--- src/rtl/dmem_arbiter.sv ---
// rtl/dmem_arbiter.sv - round-robin arbiter sharing one data-memory port between core and loader
//
// Purpose: serialises core and loader accesses onto a single combinational-read
//          data memory. One transaction at a time: IDLE -> ACCESS (WAIT_CYCLES+1) -> RESP.
// Ports:
//   clk, reset                          clock (rising edge), async active-high reset
//   c_req/c_wmask/c_addr/c_wdata        core request (wmask 0 = load)
//   c_ack/c_rdata                       core one-cycle completion pulse, load data
//   l_req/l_wmask/l_addr/l_wdata        loader request (wmask 0 = load)
//   l_ack/l_rdata                       loader one-cycle completion pulse, load data
//   m_wmask/m_addr/m_wdata/m_rdata      shared data-memory port
//   busy                                high whenever not IDLE
// Configuration macro: DMEM_ARB_LOADER_PRIO_EN - when defined, ties always go to
//          the loader and no last-owner state is kept.

module dmem_arbiter #(
    parameter int WAIT_CYCLES = 0
) (
    input  logic        clk,
    input  logic        reset,
    input  logic        c_req,
    input  logic [3:0]  c_wmask,
    input  logic [31:0] c_addr,
    input  logic [31:0] c_wdata,
    output logic        c_ack,
    output logic [31:0] c_rdata,
    input  logic        l_req,
    input  logic [3:0]  l_wmask,
    input  logic [31:0] l_addr,
    input  logic [31:0] l_wdata,
    output logic        l_ack,
    output logic [31:0] l_rdata,
    output logic [3:0]  m_wmask,
    output logic [31:0] m_addr,
    output logic [31:0] m_wdata,
    input  logic [31:0] m_rdata,
    output logic        busy
);

    typedef enum logic [1:0] {IDLE, ACCESS, RESP} state_t;

    localparam logic [2:0] WAIT_INIT = 3'(WAIT_CYCLES);

    state_t      state, state_nxt;
    logic        owner;          // 1 = loader owns the current transaction
    logic        first_q;        // first ACCESS cycle: the only cycle the write mask is driven
    logic [2:0]  wcnt;
    logic [3:0]  wmask_q;
    logic [31:0] addr_q;
    logic [31:0] wdata_q;
    logic        grant_any;
    logic        grant_l;
    logic        last_access;

    assign grant_any   = c_req | l_req;
    assign last_access = (wcnt == 3'd0);

`ifdef DMEM_ARB_LOADER_PRIO_EN
    assign grant_l = l_req;
`else
    logic last_owner;    // 1 = loader was served last; reset to loader so the core wins the first tie

    // Loader wins when alone, or on a tie when the core was served last.
    assign grant_l = l_req & (~c_req | ~last_owner);

    always_ff @(posedge clk or posedge reset) begin
        if (reset) begin
            last_owner <= 1'b1;
        end else if (state == IDLE && grant_any) begin
            last_owner <= grant_l;
        end
    end
`endif

    always_ff @(posedge clk or posedge reset) begin
        if (reset) begin
            state <= IDLE;
        end else begin
            state <= state_nxt;
        end
    end

    always_comb begin
        state_nxt = state;
        c_ack     = 1'b0;
        l_ack     = 1'b0;
        m_wmask   = 4'd0;
        busy      = 1'b1;
        case (state)
            IDLE: begin
                busy = 1'b0;
                if (grant_any) begin
                    state_nxt = ACCESS;
                end
            end
            ACCESS: begin
                if (first_q) begin
                    m_wmask = wmask_q;
                end
                if (last_access) begin
                    state_nxt = RESP;
                end
            end
            RESP: begin
                c_ack     = ~owner;
                l_ack     = owner;
                state_nxt = IDLE;
            end
            default: begin
                state_nxt = IDLE;
            end
        endcase
    end

    assign m_addr  = addr_q;
    assign m_wdata = wdata_q;

    always_ff @(posedge clk or posedge reset) begin
        if (reset) begin
            owner   <= 1'b0;
            first_q <= 1'b0;
            wcnt    <= 3'd0;
            wmask_q <= 4'd0;
            addr_q  <= 32'd0;
            wdata_q <= 32'd0;
            c_rdata <= 32'd0;
            l_rdata <= 32'd0;
        end else begin
            case (state)
                IDLE: begin
                    if (grant_any) begin
                        owner   <= grant_l;
                        first_q <= 1'b1;
                        wcnt    <= WAIT_INIT;
                        wmask_q <= grant_l ? l_wmask : c_wmask;
                        addr_q  <= grant_l ? l_addr  : c_addr;
                        wdata_q <= grant_l ? l_wdata : c_wdata;
                    end
                end
                ACCESS: begin
                    first_q <= 1'b0;
                    if (!last_access) begin
                        wcnt <= wcnt - 3'd1;
                    end else if (wmask_q == 4'd0) begin
                        // Only loads update rdata; stores leave the last load result visible.
                        if (owner) begin
                            l_rdata <= m_rdata;
                        end else begin
                            c_rdata <= m_rdata;
                        end
                    end
                end
                default: begin
                end
            endcase
        end
    end

endmodule
--- config.mk ---
export PLATFORM = sky130hd
export DESIGN_NAME = dmem_arbiter
export DESIGN_NICKNAME = d
export VERILOG_FILES = /design/src/rtl/dmem_arbiter.sv
export SDC_FILE = /design/constraint.sdc
export NUM_CORES = 1
export LEC_CHECK = 0
export CAP_MARGIN = 20
export CORE_MARGIN = 2
export CORE_UTILIZATION = 41
export CTS_CLUSTER_DIAMETER = 200
export DETAILED_ROUTE_END_ITERATION = 6
export GPL_TIMING_DRIVEN = 0
export PLACE_DENSITY = 0.81
export SLEW_MARGIN = 20
export SYNTH_ARGS = -nofsm -noshare
export SYNTH_HDL_FRONTEND = slang
export SYNTH_SLANG_ARGS = --single-unit
--- constraint.sdc ---
create_clock -name clk -period 5.6 [get_ports clk]
set_clock_uncertainty 0.2 [all_clocks]
set_input_delay 1.12 -clock clk [delete_from_list [all_inputs] [get_ports clk]]
set_output_delay 1.12 -clock clk [all_outputs]
set_load 0.1 [all_outputs]
==> results of run 1 <==
[metrics by stage]
stage | instance area (µm²) | worst slack, ps | hold slack [ps] | setup TNS (ps) | std cells
after floorplan | 6240 | 529 | 251 | 0 | 398
after global placement | 9540 | -1170 | 262 | -160610 | 892
after detailed placement | 9570 | 1830 | 293 | 0 | 893
after CTS | 10300 | 1680 | 301 | 0 | 925
after global routing | 10300 | 1650 | 317 | 0 | 925
final | 10300 | 1710 | 295 | 0 | 925
[cell usage in the layout (no fill, tap or decap), types with 3 or more instances in the layout]
cell / instances
sky130_fd_sc_hd__and3_1: 4
sky130_fd_sc_hd__buf_2: 11
sky130_fd_sc_hd__buf_6: 3
sky130_fd_sc_hd__bufinv_16: 6
sky130_fd_sc_hd__clkbuf_1: 9
sky130_fd_sc_hd__clkbuf_16: 17
sky130_fd_sc_hd__clkbuf_8: 5
sky130_fd_sc_hd__clkdlybuf4s50_1: 306
sky130_fd_sc_hd__dfrtp_1: 139
sky130_fd_sc_hd__inv_1: 4
sky130_fd_sc_hd__mux2_2: 170
sky130_fd_sc_hd__mux2_4: 30
[worst max-delay path, stage by stage, from the launching register on]
cell	delay, ps
sky130_fd_sc_hd__dfrtp_1	450
sky130_fd_sc_hd__nor2b_1	330
sky130_fd_sc_hd__and3_1	210
sky130_fd_sc_hd__clkdlybuf4s50_1	1160
[registers in the layout, summed over array words and instances, names as in the netlist]
name,count
m_wdata,32
first_q,1
last_owner,1
m_addr,32
wcnt,3
state,2
c_rdata,32
owner,1
wmask_q,4
l_rdata,32
[worst max-delay path by stage]
stage	startpoint	end	slack, ps	cells past startpoint
finish	state[0]$_DFFE_PP0P_	m_wmask[2]	1710	3
floorplan	reset	c_rdata[0]$_DFFE_PP0P_	530	1
global placement	reset	m_addr[13]$_DFFE_PP0P_	-1170	2
global route	state[0]$_DFFE_PP0P_	m_wmask[2]	1650	3
CTS	state[0]$_DFFE_PP0P_	m_wmask[2]	1680	3
detailed placement	l_req	m_wdata[21]$_DFFE_PP0P_	1830	5
[area by class of cell]
type	count	area (µm²)
Buffer	22	119
Clock buffer	23	498
Clock inverter	9	205
Fill cell	1029	4760
Inverter	5	26.3
Multi-Input combinational cell	231	2590
Sequential cell	140	3500
Tap cell	188	235
Timing Repair Buffer	307	3090
[per-layer routing]
layer  vias to the layer above  part of all wire, %  GRT usage, %
met1                      2190                   38          23.6
met2                       172                   52          38.6
met4                         0                  3.3          9.63
met3                        39                  6.1          6.83
li1                       2089                    -             -
met5                         -                    0             0
[logic make-up (layout without fill, tap and decap cells)]
kind of cell | count (synthesis) | count (layout)
AO/OA/AOI/OAI | 4 | 4
multiplexers | 203 | 203
AND/OR/NAND/NOR | 22 | 22
adder cells (fa/ha/maj) | 2 | 2
flip-flops | 140 | 140
buffers and inverters | 27 | 366
==> out/metrics.json, run 1 <==
{
  "clock_network": {
    "cts.root.buffer_cell": "sky130_fd_sc_hd__clkbuf_16",
    "holdBufCountCts": 0,
    "cts.sinks": 140,
    "worst_setup_hold_path_clk_slew_ps": 50,
    "cts.repair.resized": 0,
    "clock_path_buffers": 2,
    "cts_inserted_buffers": 17,
    "clk_latency_ps": 410,
    "ctsHtreeMaxLevel": 4,
    "tritoncts": "yes",
    "postCtsSetupBuffers": 0
  },
  "logic_synthesis": {
    "netlist_top_cells_area": "sky130_fd_sc_hd__dfrtp_1 56%, sky130_fd_sc_hd__mux2_2 31%, sky130_fd_sc_hd__mux2_4 7.2%",
    "post_synth_mux_area_share_pct": 38.4,
    "ys_types": 27,
    "synth_most_common_cell": "sky130_fd_sc_hd__mux2_2",
    "synth_top_area_share_pct": 55.8,
    "synth_seq_cells": 140,
    "postSynth.asyncResetShare_pct": 100,
    "yosys-top-cells-count": "170 x sky130_fd_sc_hd__mux2_2, 139 x sky130_fd_sc_hd__dfrtp_1, 30 x sky130_fd_sc_hd__mux2_4",
    "synth_nets": 572,
    "ys_dominant_reg_cell": "sky130_fd_sc_hd__dfrtp_1",
    "avgSynthCellArea_um2": 15.7,
    "yosys.area_share.simple_pct": 2.31,
    "total_standard_cell_area_after_synthesis_um2": 6240,
    "synth_xor_xnor_area_share_pct": 0,
    "synth_largest_area_cell": "sky130_fd_sc_hd__dfrtp_1",
    "synth-warning-count": 0,
    "syn-instance-count": 398,
    "synth_adder_area_share_pct": 0.401,
    "synth_compound_area_share_pct": 0.461,
    "synth_enable_flop_cells": 0,
    "synth_top_family_by_area": "multiplexers",
    "ys_seq_area_share_pct": 56.2
  },
  "setup_path": {
    "regToRegSetupSlack_ps": 3100,
    "end_kind": "output pin",
    "worst-endpoint-required_ps": 4280,
    "timing.critical_path.arrival_ps": 2570,
    "timing.critical_path.from_type": "flip-flop",
    "worst_r2r_startpoint": "last_owner$_DFFE_PP1P_",
    "worst_r2r_path_depth": 4,
    "criticalPathCategory": "flip-flop to output pin",
    "worst-path-max-fanout": 7,
    "timing.rr.end": "m_wdata[21]$_DFFE_PP0P_"
  },
  "route": {
    "num_vias": 4490,
    "viasPerCell": 4.85,
    "routed_wirelength_mm": 17.6,
    "first_pass_detailed_route_iteration_total": 4,
    "drt_first_iter_violations": 104,
    "postRouteAntennaNets": 0,
    "detail_route.drc_violations": 0,
    "drt-wirelength-per-cell_um": 19.0
  },
  "global_routing": {
    "grt_start_max_net_pins": 98,
    "via_count_of_the_first_global_routing_pass": 5129,
    "globalRouteTotalUtil_pct": 21.7,
    "antenna_found_initial": 0,
    "grt.overflow.total": 0,
    "grt_pass1_wl_mm": 26.8
  },
  "floorplanning": {
    "dieArea_um2": 16200,
    "core.rowCount": 45,
    "floorplan.io_pins": 307,
    "floorplan.die.width_um": 127,
    "core-area_um2": 15000,
    "initial_core_util_pct": 41.5,
    "die_height_um": 127
  },
  "status": {
    "run_status": "complete, no violations"
  },
  "cells_and_area": {
    "finalNetCount": 898,
    "post_route_cells_drive_above_1_share_pct": 34.3,
    "syn_to_final_growth_pct": 64.7,
    "num_antenna_cells": 0,
    "layout.core_utilization_pct": 68.3
  },
  "timing": {
    "finalSetupViolations": 0,
    "slew-limit-headroom_pct": 30.4,
    "slew_violations": 0,
    "report.final.hold_viol_count": 0,
    "timing.final.crit_share_pct": 69.4,
    "max_freq_mhz": 257,
    "rsz0062_at_grt": "no",
    "timing.final.crit_period_ps": 3890,
    "tightestPinTransition_ps": 1040
  },
  "flow_run": {
    "drv.max_cap_violation_count": 0
  },
  "worst_hold_path": {
    "worst_hold_path.endpoint": "wcnt[0]$_DFFE_PP0P_",
    "min_path_type": "flip-flop to flip-flop",
    "min_delay_path_depth": 1,
    "hp-start": "wcnt[0]$_DFFE_PP0P_"
  },
  "placed_design": {
    "post-dp-hpwl_mm": 13.6,
    "gp_congestion": 0.899,
    "port_buffers": 306
  }
}
Power of run 1 is not shown: default switching activity piles up to over one toggle a cycle in this logic, so the estimate is an artifact.
==> run 2: changes to the inputs <==
==> constraint.sdc (replaced) <==
create_clock -name clk -period 3.81 [get_ports clk]
set_clock_uncertainty 0.2 [all_clocks]
set_input_delay 0.762 -clock clk [delete_from_list [all_inputs] [get_ports clk]]
set_output_delay 0.762 -clock clk [all_outputs]
set_load 0.1 [all_outputs]
==> run 2 against run 1 <==
Final area down 1.2%; die area is the same; first-iteration DRC count fell by 23%; core utilization shrank 0.82 points; setup slack worse by 1400 ps; sequential cell count unchanged; largest cell class unchanged; sequential share of layout area is 0.41 points higher; global-route usage down 0.15 points; count of clock-buffer cells in the layout is 7 higher; via count grew 1.1%.
==> out/metrics.json, run 2 (same netlist as run 1, synthesis figures left out) <==
{
  "setup_path": {
    "timing.critical_path.arrival": {"value": 2570, "unit": "ps", "change": "about the same"},
    "regToRegSetupSlack": {"value": 1210, "unit": "ps", "change": "-1890 ps"},
    "end_kind": "output pin",
    "timing.critical_path.from_type": "flip-flop",
    "worst_r2r_path_depth": {"value": 4, "change": "unchanged"},
    "worst-endpoint-required": {"value": 2850, "unit": "ps", "change": "-1430 ps"},
    "worst-path-max-fanout": {"value": 7, "change": "unchanged"},
    "criticalPathCategory": "flip-flop to output pin"
  },
  "worst_hold_path": {
    "min_delay_path_depth": {"value": 1, "change": "unchanged"},
    "min_path_type": "flip-flop to flip-flop"
  },
  "clock_network": {
    "holdBufCountCts": {"value": 0, "change": "unchanged"},
    "cts_inserted_buffers": {"value": 17, "change": "unchanged"},
    "clock_path_buffers": {"value": 2, "change": "unchanged"},
    "cts.repair.resized": {"value": 0, "change": "unchanged"},
    "worst_setup_hold_path_clk_slew": {"value": 50, "unit": "ps", "change": "about the same"},
    "cts.sinks": {"value": 140, "change": "unchanged"},
    "clk_latency": {"value": 400, "unit": "ps", "change": "about the same"},
    "postCtsSetupBuffers": {"value": 0, "change": "unchanged"},
    "ctsHtreeMaxLevel": {"value": 4, "change": "unchanged"},
    "cts.root.buffer_cell": "sky130_fd_sc_hd__clkbuf_16",
    "tritoncts": "yes"
  },
  "placed_design": {
    "gp_congestion": {"value": 0.836, "change": "-7.0%"},
    "post-dp-hpwl": {"value": 13.6, "unit": "mm", "change": "-0.33%"},
    "place_ws": {"value": 290, "unit": "ps", "change": "-1540 ps"},
    "place_inst": {"value": 896, "change": "+0.34%"},
    "port_buffers": {"value": 306, "change": "unchanged"}
  },
  "cells_and_area": {
    "syn_to_final_growth_pct": 62.7,
    "mostFrequentLayoutCells": "306 x sky130_fd_sc_hd__clkdlybuf4s50_1, 170 x sky130_fd_sc_hd__mux2_2, 139 x sky130_fd_sc_hd__dfrtp_1, 30 x sky130_fd_sc_hd__mux2_4",
    "num_antenna_cells": {"value": 0, "change": "unchanged"},
    "finalNetCount": {"value": 901, "change": "+0.33%"},
    "post_route_cells_drive_above_1_share": {"value": 33.5, "unit": "%", "change": "-0.81 points"},
    "layout.core_utilization": {"value": 67.5, "unit": "%", "change": "-0.82 points"},
    "final-instance-count-excl-fill": {"value": 928, "change": "+0.32%"},
    "layout.cells.most_common": "sky130_fd_sc_hd__clkdlybuf4s50_1"
  },
  "timing": {
    "timing.final.crit_period_ps": 3530,
    "slew-limit-headroom": {"value": 30.1, "unit": "%", "change": "-0.30 points"},
    "finalSetupViolations": {"value": 0, "change": "unchanged"},
    "rsz0062_at_grt": "no",
    "max_freq_mhz": 283,
    "report.final.hold_viol_count": {"value": 0, "change": "unchanged"},
    "timing.final.crit_share_pct": 92.6,
    "timing.setup.tns": {"value": 0, "unit": "ps", "change": "unchanged"},
    "post_layout_worst_setup_margin": {"value": 283, "unit": "ps", "change": "-1430 ps"},
    "slew_violations": {"value": 0, "change": "unchanged"},
    "tightestPinTransition": {"value": 1050, "unit": "ps", "change": "+4.42 ps"}
  },
  "route": {
    "drt-wirelength-per-cell": {"value": 18.5, "unit": "µm", "change": "-2.7%"},
    "routed_wirelength": {"value": 17.2, "unit": "mm", "change": "-2.4%"},
    "viasPerCell": {"value": 4.89, "change": "+0.76%"},
    "first_pass_detailed_route_iteration_total": {"value": 4, "change": "unchanged"},
    "drt_first_iter_violations": {"value": 80, "change": "-23%"},
    "postRouteAntennaNets": {"value": 0, "change": "unchanged"},
    "detail_route.drc_violations": {"value": 0, "change": "unchanged"},
    "num_vias": {"value": 4539, "change": "+1.1%"}
  },
  "global_routing": {
    "grt.met2_usage": {"value": 38.7, "unit": "%", "change": "+0.094 points"},
    "grt.overflow.total": {"value": 0, "change": "unchanged"},
    "antenna_found_initial": {"value": 0, "change": "unchanged"},
    "groute.layer.met3.usage": {"value": 5.40, "unit": "%", "change": "-1.4 points"},
    "met1_usage": {"value": 24.2, "unit": "%", "change": "+0.61 points"},
    "grt_pass1_wl": {"value": 26.8, "unit": "mm", "change": "+0.15%"},
    "via_count_of_the_first_global_routing_pass": {"value": 5080, "change": "-0.96%"},
    "grt_start_max_net_pins": {"value": 36, "change": "-63%"},
    "globalRouteTotalUtil": {"value": 21.5, "unit": "%", "change": "-0.15 points"},
    "most_crowded_layer_gr": "met2"
  },
  "floorplanning": {
    "core.rowCount": {"value": 45, "change": "unchanged"},
    "initial_core_util": {"value": 41.5, "unit": "%", "change": "unchanged"},
    "floorplan.io_pins": {"value": 307, "change": "unchanged"},
    "core-area": {"value": 15000, "unit": "µm²", "change": "unchanged"},
    "die_height": {"value": 127, "unit": "µm", "change": "unchanged"},
    "dieArea": {"value": 16200, "unit": "µm²", "change": "unchanged"},
    "floorplan.die.width": {"value": 127, "unit": "µm", "change": "unchanged"}
  },
  "status": {
    "run_status": "complete, no violations"
  },
  "flow_run": {
    "drv.max_cap_violation_count": {"value": 0, "change": "unchanged"}
  }
}
==> run 2: final cells by class <==
type | instances | area (µm²)
Tap cell | 188 | 235
Fill cell | 1084 | 4880
Sequential cell | 140 | 3500
Inverter | 5 | 22.5
Buffer | 22 | 119
Multi-Input combinational cell | 231 | 2590
Timing Repair Buffer | 310 | 3150
Clock buffer | 30 | 514
Clock inverter | 2 | 10.0
==> run 2: worst paths after layout <==
path                                      endpoint              startpoint
hold / removal                 wcnt[0]$_DFFE_PP0P_     wcnt[0]$_DFFE_PP0P_
setup / recovery                        m_wmask[0]    state[0]$_DFFE_PP0P_
setup reg to reg            wmask_q[2]$_DFFE_PP0P_  last_owner$_DFFE_PP1P_
min in group asynchronous  l_rdata[17]$_DFFE_PP0P_                   reset
max in group asynchronous   last_owner$_DFFE_PP1P_                   reset
hold reg to reg                wcnt[0]$_DFFE_PP0P_     wcnt[0]$_DFFE_PP0P_
==> run 2: per-stage QoR <==
step                      hold slack, ps  area (µm²)
after floorplan                      251        6240
after detailed placement             271        9630
after CTS                            278       10200
final                                274       10200
after global routing                 289       10200
after global placement               259        9540
==> run 2: worst max-delay path, stage by stage (launching register included) <==
cell and delay (ps):
sky130_fd_sc_hd__dfrtp_1 450, sky130_fd_sc_hd__nor2b_1 320, sky130_fd_sc_hd__and3_1 210, sky130_fd_sc_hd__clkdlybuf4s50_1 1180
==> run 2: layer usage <==
metal  vias to the layer above  share of wire [%]
met1                      2260                 38
met5                         -                  0
li1                       2082                  -
met4                         0                3.1
met2                       160                 53
met3                        37                6.0
Power of run 2 is left out for the same reason.
==> run 3: changes to the inputs <==
--- a/config.mk
+++ b/config.mk
@@ -6,12 +6,14 @@
 export NUM_CORES = 1
 export LEC_CHECK = 0
 export CAP_MARGIN = 20
+export CELL_PAD_IN_SITES_DETAIL_PLACEMENT = 2
+export CELL_PAD_IN_SITES_GLOBAL_PLACEMENT = 2
 export CORE_MARGIN = 2
-export CORE_UTILIZATION = 41
+export CORE_UTILIZATION = 26
 export CTS_CLUSTER_DIAMETER = 200
 export DETAILED_ROUTE_END_ITERATION = 6
 export GPL_TIMING_DRIVEN = 0
-export PLACE_DENSITY = 0.81
+export PLACE_DENSITY_LB_ADDON = 0.1
 export SLEW_MARGIN = 20
 export SYNTH_ARGS = -nofsm -noshare
 export SYNTH_HDL_FRONTEND = slang
==> run 3 against run 2 <==
Sequential share of layout area is 0.75 points lower; critical path type unchanged; core utilization is 23 points lower; sequential cell count did not move; global-route usage is 5.3 points lower; non-clock buffer count unchanged; first-iteration DRC count up 24%; register-to-register slack lost 40 ps.
==> out/metrics.json, run 3 (same netlist as run 1, synthesis figures left out) <==
{
  "route": {
    "routed_wirelength": {"value": 20.2, "unit": "mm", "change": "+17%"},
    "num_vias": {"value": 4569, "change": "+0.66%"},
    "detail_route.drc_violations": {"value": 0, "change": "unchanged"},
    "drt-wirelength-per-cell": {"value": 19.0, "unit": "µm", "change": "+2.7%"},
    "drt_first_iter_violations": {"value": 99, "change": "+24%"},
    "postRouteAntennaNets": {"value": 0, "change": "unchanged"},
    "viasPerCell": {"value": 4.31, "change": "-12%"},
    "first_pass_detailed_route_iteration_total": {"value": 5, "change": "+1"}
  },
  "setup_path": {
    "worst-endpoint-required": {"value": 2850, "unit": "ps", "change": "about the same"},
    "timing.critical_path.arrival": {"value": 2540, "unit": "ps", "change": "-30 ps"},
    "criticalPathCategory": "flip-flop to output pin",
    "critical_path.startpoint": "state[0]$_DFFE_PP0P_",
    "regToRegSetupSlack": {"value": 1170, "unit": "ps", "change": "-40 ps"},
    "worst-path-max-fanout": {"value": 7, "change": "unchanged"},
    "timing.critical_path.from_type": "flip-flop",
    "end_kind": "output pin",
    "worst_r2r_startpoint": "last_owner$_DFFE_PP1P_"
  },
  "clock_network": {
    "cts_inserted_buffers": {"value": 17, "change": "unchanged"},
    "ctsHtreeMaxLevel": {"value": 4, "change": "unchanged"},
    "clk_latency": {"value": 410, "unit": "ps", "change": "about the same"},
    "cts.root.buffer_cell": "sky130_fd_sc_hd__clkbuf_16",
    "worst_setup_hold_path_clk_slew": {"value": 60, "unit": "ps", "change": "about the same"},
    "holdBufCountCts": {"value": 0, "change": "unchanged"},
    "clock_path_buffers": {"value": 2, "change": "unchanged"},
    "cts.repair.resized": {"value": 0, "change": "unchanged"},
    "tritoncts": "yes",
    "postCtsSetupBuffers": {"value": 0, "change": "unchanged"},
    "cts.sinks": {"value": 140, "change": "unchanged"}
  },
  "cells_and_area": {
    "layout.cells.most_common": "sky130_fd_sc_hd__clkdlybuf4s50_1",
    "syn_to_final_growth_pct": 66.4,
    "mostFrequentLayoutCells": "306 x sky130_fd_sc_hd__clkdlybuf4s50_1, 170 x sky130_fd_sc_hd__mux2_2, 139 x sky130_fd_sc_hd__dfrtp_1, 30 x sky130_fd_sc_hd__mux2_4, 17 x sky130_fd_sc_hd__clkbuf_16",
    "fin_area": {"value": 10400, "unit": "µm²", "change": "+2.2%"},
    "post_route_cells_drive_above_1_share": {"value": 34.6, "unit": "%", "change": "+1.1 points"},
    "finalNetCount": {"value": 901, "change": "unchanged"},
    "layout.core_utilization": {"value": 44.1, "unit": "%", "change": "-23 points"}
  },
  "global_routing": {
    "grt_start_max_net_pins": {"value": 34, "change": "-5.6%"},
    "via_count_of_the_first_global_routing_pass": {"value": 5415, "change": "+6.6%"},
    "grt.overflow.total": {"value": 0, "change": "unchanged"},
    "grt_pass1_wl": {"value": 31.6, "unit": "mm", "change": "+18%"},
    "globalRouteTotalUtil": {"value": 16.2, "unit": "%", "change": "-5.3 points"},
    "antenna_found_initial": {"value": 1, "change": "+1"}
  },
  "placed_design": {
    "post-dp-hpwl": {"value": 15.8, "unit": "mm", "change": "+17%"},
    "gp_congestion": {"value": 0.771, "change": "-7.7%"},
    "port_buffers": {"value": 306, "change": "unchanged"},
    "place_area": {"value": 9780, "unit": "µm²", "change": "+1.6%"}
  },
  "floorplanning": {
    "dieArea": {"value": 25200, "unit": "µm²", "change": "+56%"},
    "core-area": {"value": 23500, "unit": "µm²", "change": "+57%"},
    "floorplan.io_pins": {"value": 307, "change": "unchanged"},
    "core.rowCount": {"value": 56, "change": "+24%"},
    "initial_core_util": {"value": 26.5, "unit": "%", "change": "-15 points"},
    "die_height": {"value": 159, "unit": "µm", "change": "+25%"},
    "floorplan.die.width": {"value": 159, "unit": "µm", "change": "+25%"}
  },
  "timing": {
    "rsz0062_at_grt": "no",
    "fin_worst_hold_slack": {"value": 302, "unit": "ps", "change": "+28.0 ps"},
    "finalSetupViolations": {"value": 0, "change": "unchanged"},
    "slew_violations": {"value": 0, "change": "unchanged"},
    "timing.final.crit_period": {"value": 3510, "unit": "ps", "change": "-20.9 ps"},
    "max_freq": {"value": 285, "unit": "MHz", "change": "+0.60%"},
    "report.final.hold_viol_count": {"value": 0, "change": "unchanged"},
    "timing.final.crit_share": {"value": 92.0, "unit": "%", "change": "-0.55 points"},
    "slew-limit-headroom": {"value": 29.5, "unit": "%", "change": "-0.52 points"},
    "tightestPinTransition": {"value": 1050, "unit": "ps", "change": "+7.71 ps"}
  },
  "status": {
    "run_status": "complete, no violations"
  },
  "flow_run": {
    "drv.max_cap_violation_count": {"value": 0, "change": "unchanged"}
  },
  "worst_hold_path": {
    "hp-start": "c_rdata[17]$_DFFE_PP0P_",
    "min_path_type": "flip-flop to flip-flop"
  }
}
run 3: cell type report:
type | count | area [µm²]
inverter | 5 | 22.5
clock inverter | 14 | 163
buffer | 22 | 119
clock buffer | 18 | 429
fill | 2350 | 13200
sequential | 140 | 3500
multi-input combinational | 231 | 2590
timing repair buffer | 310 | 3140
antenna | 1 | 2.50
tap | 319 | 399
run 3: final timing paths:
check | endpoint | cells after the start
worst max-delay path | m_wmask[2] | 3
worst min-delay path | c_rdata[17]$_DFFE_PP0P_ | 1
worst max register to register | m_wdata[26]$_DFFE_PP0P_ | 4
worst min register to register | c_rdata[17]$_DFFE_PP0P_ | 1
max in group asynchronous | last_owner$_DFFE_PP1P_ | 4
min in group asynchronous | m_wdata[30]$_DFFE_PP0P_ | 2
run 3: worst max-delay path, cell delays in order, from the launching register on:
cell and delay [ps]:
sky130_fd_sc_hd__dfrtp_1 440, sky130_fd_sc_hd__nor2b_1 300, sky130_fd_sc_hd__and3_1 200, sky130_fd_sc_hd__clkdlybuf4s50_1 1180
run 3: per-layer routing:
layer  vias up  wire [µm]  global-route usage (%)
met4         0        331                    5.41
met5         -          0                       0
met1      2299       7790                    17.9
met2       159      10700                    29.2
met3        22       1390                    5.54
li1       2089          -                       -
run 3: stage by stage:
step                      TNS [ps]  worst slack (ps)  instances
after floorplan                  0               204        398
after global placement      -34270              -259       1023
final                            0               303       1060
after CTS                        0               264       1059
after detailed placement         0               106       1027
after global routing             0               186       1060
Power of run 3 is left out for the same reason.
==> edit: new RTL, config.mk and constraints of run 1 <==
Add a define of `DMEM_ARB_LOADER_PRIO_EN`.
--- a/src/rtl/dmem_arbiter.sv
+++ b/src/rtl/dmem_arbiter.sv
@@ -12,6 +12,8 @@
 //   busy                                high whenever not IDLE
 // Configuration macro: DMEM_ARB_LOADER_PRIO_EN - when defined, ties always go to
 //          the loader and no last-owner state is kept.
+
+`define DMEM_ARB_LOADER_PRIO_EN
 
 module dmem_arbiter #(
     parameter int WAIT_CYCLES = 0
Function: changed (Yosys sat finds a counterexample within 4 cycles, from zero or initial values and one cycle with reset high).
==> edit against run 1 <==
Area after synthesis decreased by 5.5%. Register-to-register slack improved by 0.46 ns. Design area decreased by 4.6%. Critical path depth unchanged. Wire length decreased by 0.42%. Non-clock buffer count increased by 6. Sequential cell count decreased by 1. Setup slack improved by 0.11 ns. Critical endpoint unchanged. Highest routed layer unchanged.
Power is not shown: default switching activity piles up to over one toggle a cycle in this logic, so the estimate is an artifact.
==> edit: results (changes against run 1) <==
| Metric | Value |
|---|---|
| Unique masters post-synth | `30 (was 27)` |
| FILL cells | `1027 (was 1029)` |
| Adder-cell area share of the yosys netlist | `0.00424 (was 0.00401)` |
| Seq/Total Area, Yosys | `0.590 (was 0.562)` |
| NumNets Final | `969 (was 898)` |
| Multiplexer share of the synthesized area | `0.239 (was 0.384)` |
| Number of global-route vias before repair | `5080 (was 5129)` |
| Worst Path Max Fanout | `8 (was 7)` |
| Synth area leaders | `dfrtp_1 (59%), mux2_2 (12%), mux2i_1 (12%) (was dfrtp_1 (56%), mux2_2 (31%), mux2_4 (7.2%))` |
| Placed insts | `956 (was 893)` |
| R2R cell count | `5 (was 4)` |
| R2r startpoint | `wmask_q[0] (was last_owner)` |
| Critical path data arrival time | `2.46 ns (was 2.57 ns)` |
| Reg-to-Reg End | `c_rdata[13] (was m_wdata[21])` |
| Share of cells above drive strength 1 | `0.145 (was 0.343)` |
| Pin count of the biggest net entering global routing | `89 (was 98)` |
| Status | `finished, final reports clean (unchanged)` |
| Syn Inst Count | `470 (was 398)` |
| # port buffers | `305 (was 306)` |
| Compound-Gate Fraction of Synth Area | `0.0654 (was 0.00461)` |
| Synth Net Count | `644 (was 572)` |
| Worst Hold Launch | `m_addr[0] (was wcnt[0])` |
| Max_slew headroom | `0.309 (was 0.304)` |
| Drt pass-1 iters | `6 (was 4)` |
| Via Count | `4863 (was 4490)` |
edit: kinds of logic after synthesis:
logic type,after synthesis
AOI/OAI and AO/OA,75
DFF,139
adders and majority gates,2
buffers and inverters,34
and+or+nand+nor,87
muxes,133
edit: worst max-delay path by stage:
stage                      end  slack, ns  depth (start not counted)  startpoint
finish              m_wmask[2]       1.82                          3    state[1]
global route        m_wmask[3]       1.72                          3    state[1]
CTS                 m_wmask[1]       1.79                          3    state[1]
detailed placement  m_wmask[2]       2.25                          3    state[1]
global placement    m_addr[21]      -1.12                          2       reset
floorplan           c_rdata[0]       0.56                          1       reset
edit: worst max-delay path: cells and delay by family, from the launching register on:
kind                   cells  cell delay (ns)
buffers and inverters      1             1.16
DFF                        1             0.40
and+or+nand+nor            2             0.48
edit: per-stage QoR:
step                hold WS, ns  setup slack, ns
floorplan                 0.261            0.555
global placement          0.262            -1.12
detailed placement        0.269             2.25
CTS                       0.282             1.79
global route              0.294             1.72
finish                    0.276             1.82
edit: metal layers:
metal / global-route usage / vias to the layer above / routed length (µm)
met2: 0.411 / 198 / 9120
met5: 0 / - / 0
met3: 0.0829 / 25 / 1630
met4: 0.0801 / 0 / 310
li1: - / 2293 / -
met1: 0.257 / 2347 / 6460
edit: final cells by class:
cell class,instances,area [µm²],share of cell area
Clock buffer,19,443,0.0452
Inverter,5,26.3,0.00268
Timing Repair Buffer,306,3080,0.314
Buffer,29,168,0.0171
Sequential cell,139,3480,0.355
Multi-Input combinational cell,297,2230,0.228
Tap cell,180,225,0.0230
Clock inverter,12,148,0.0151
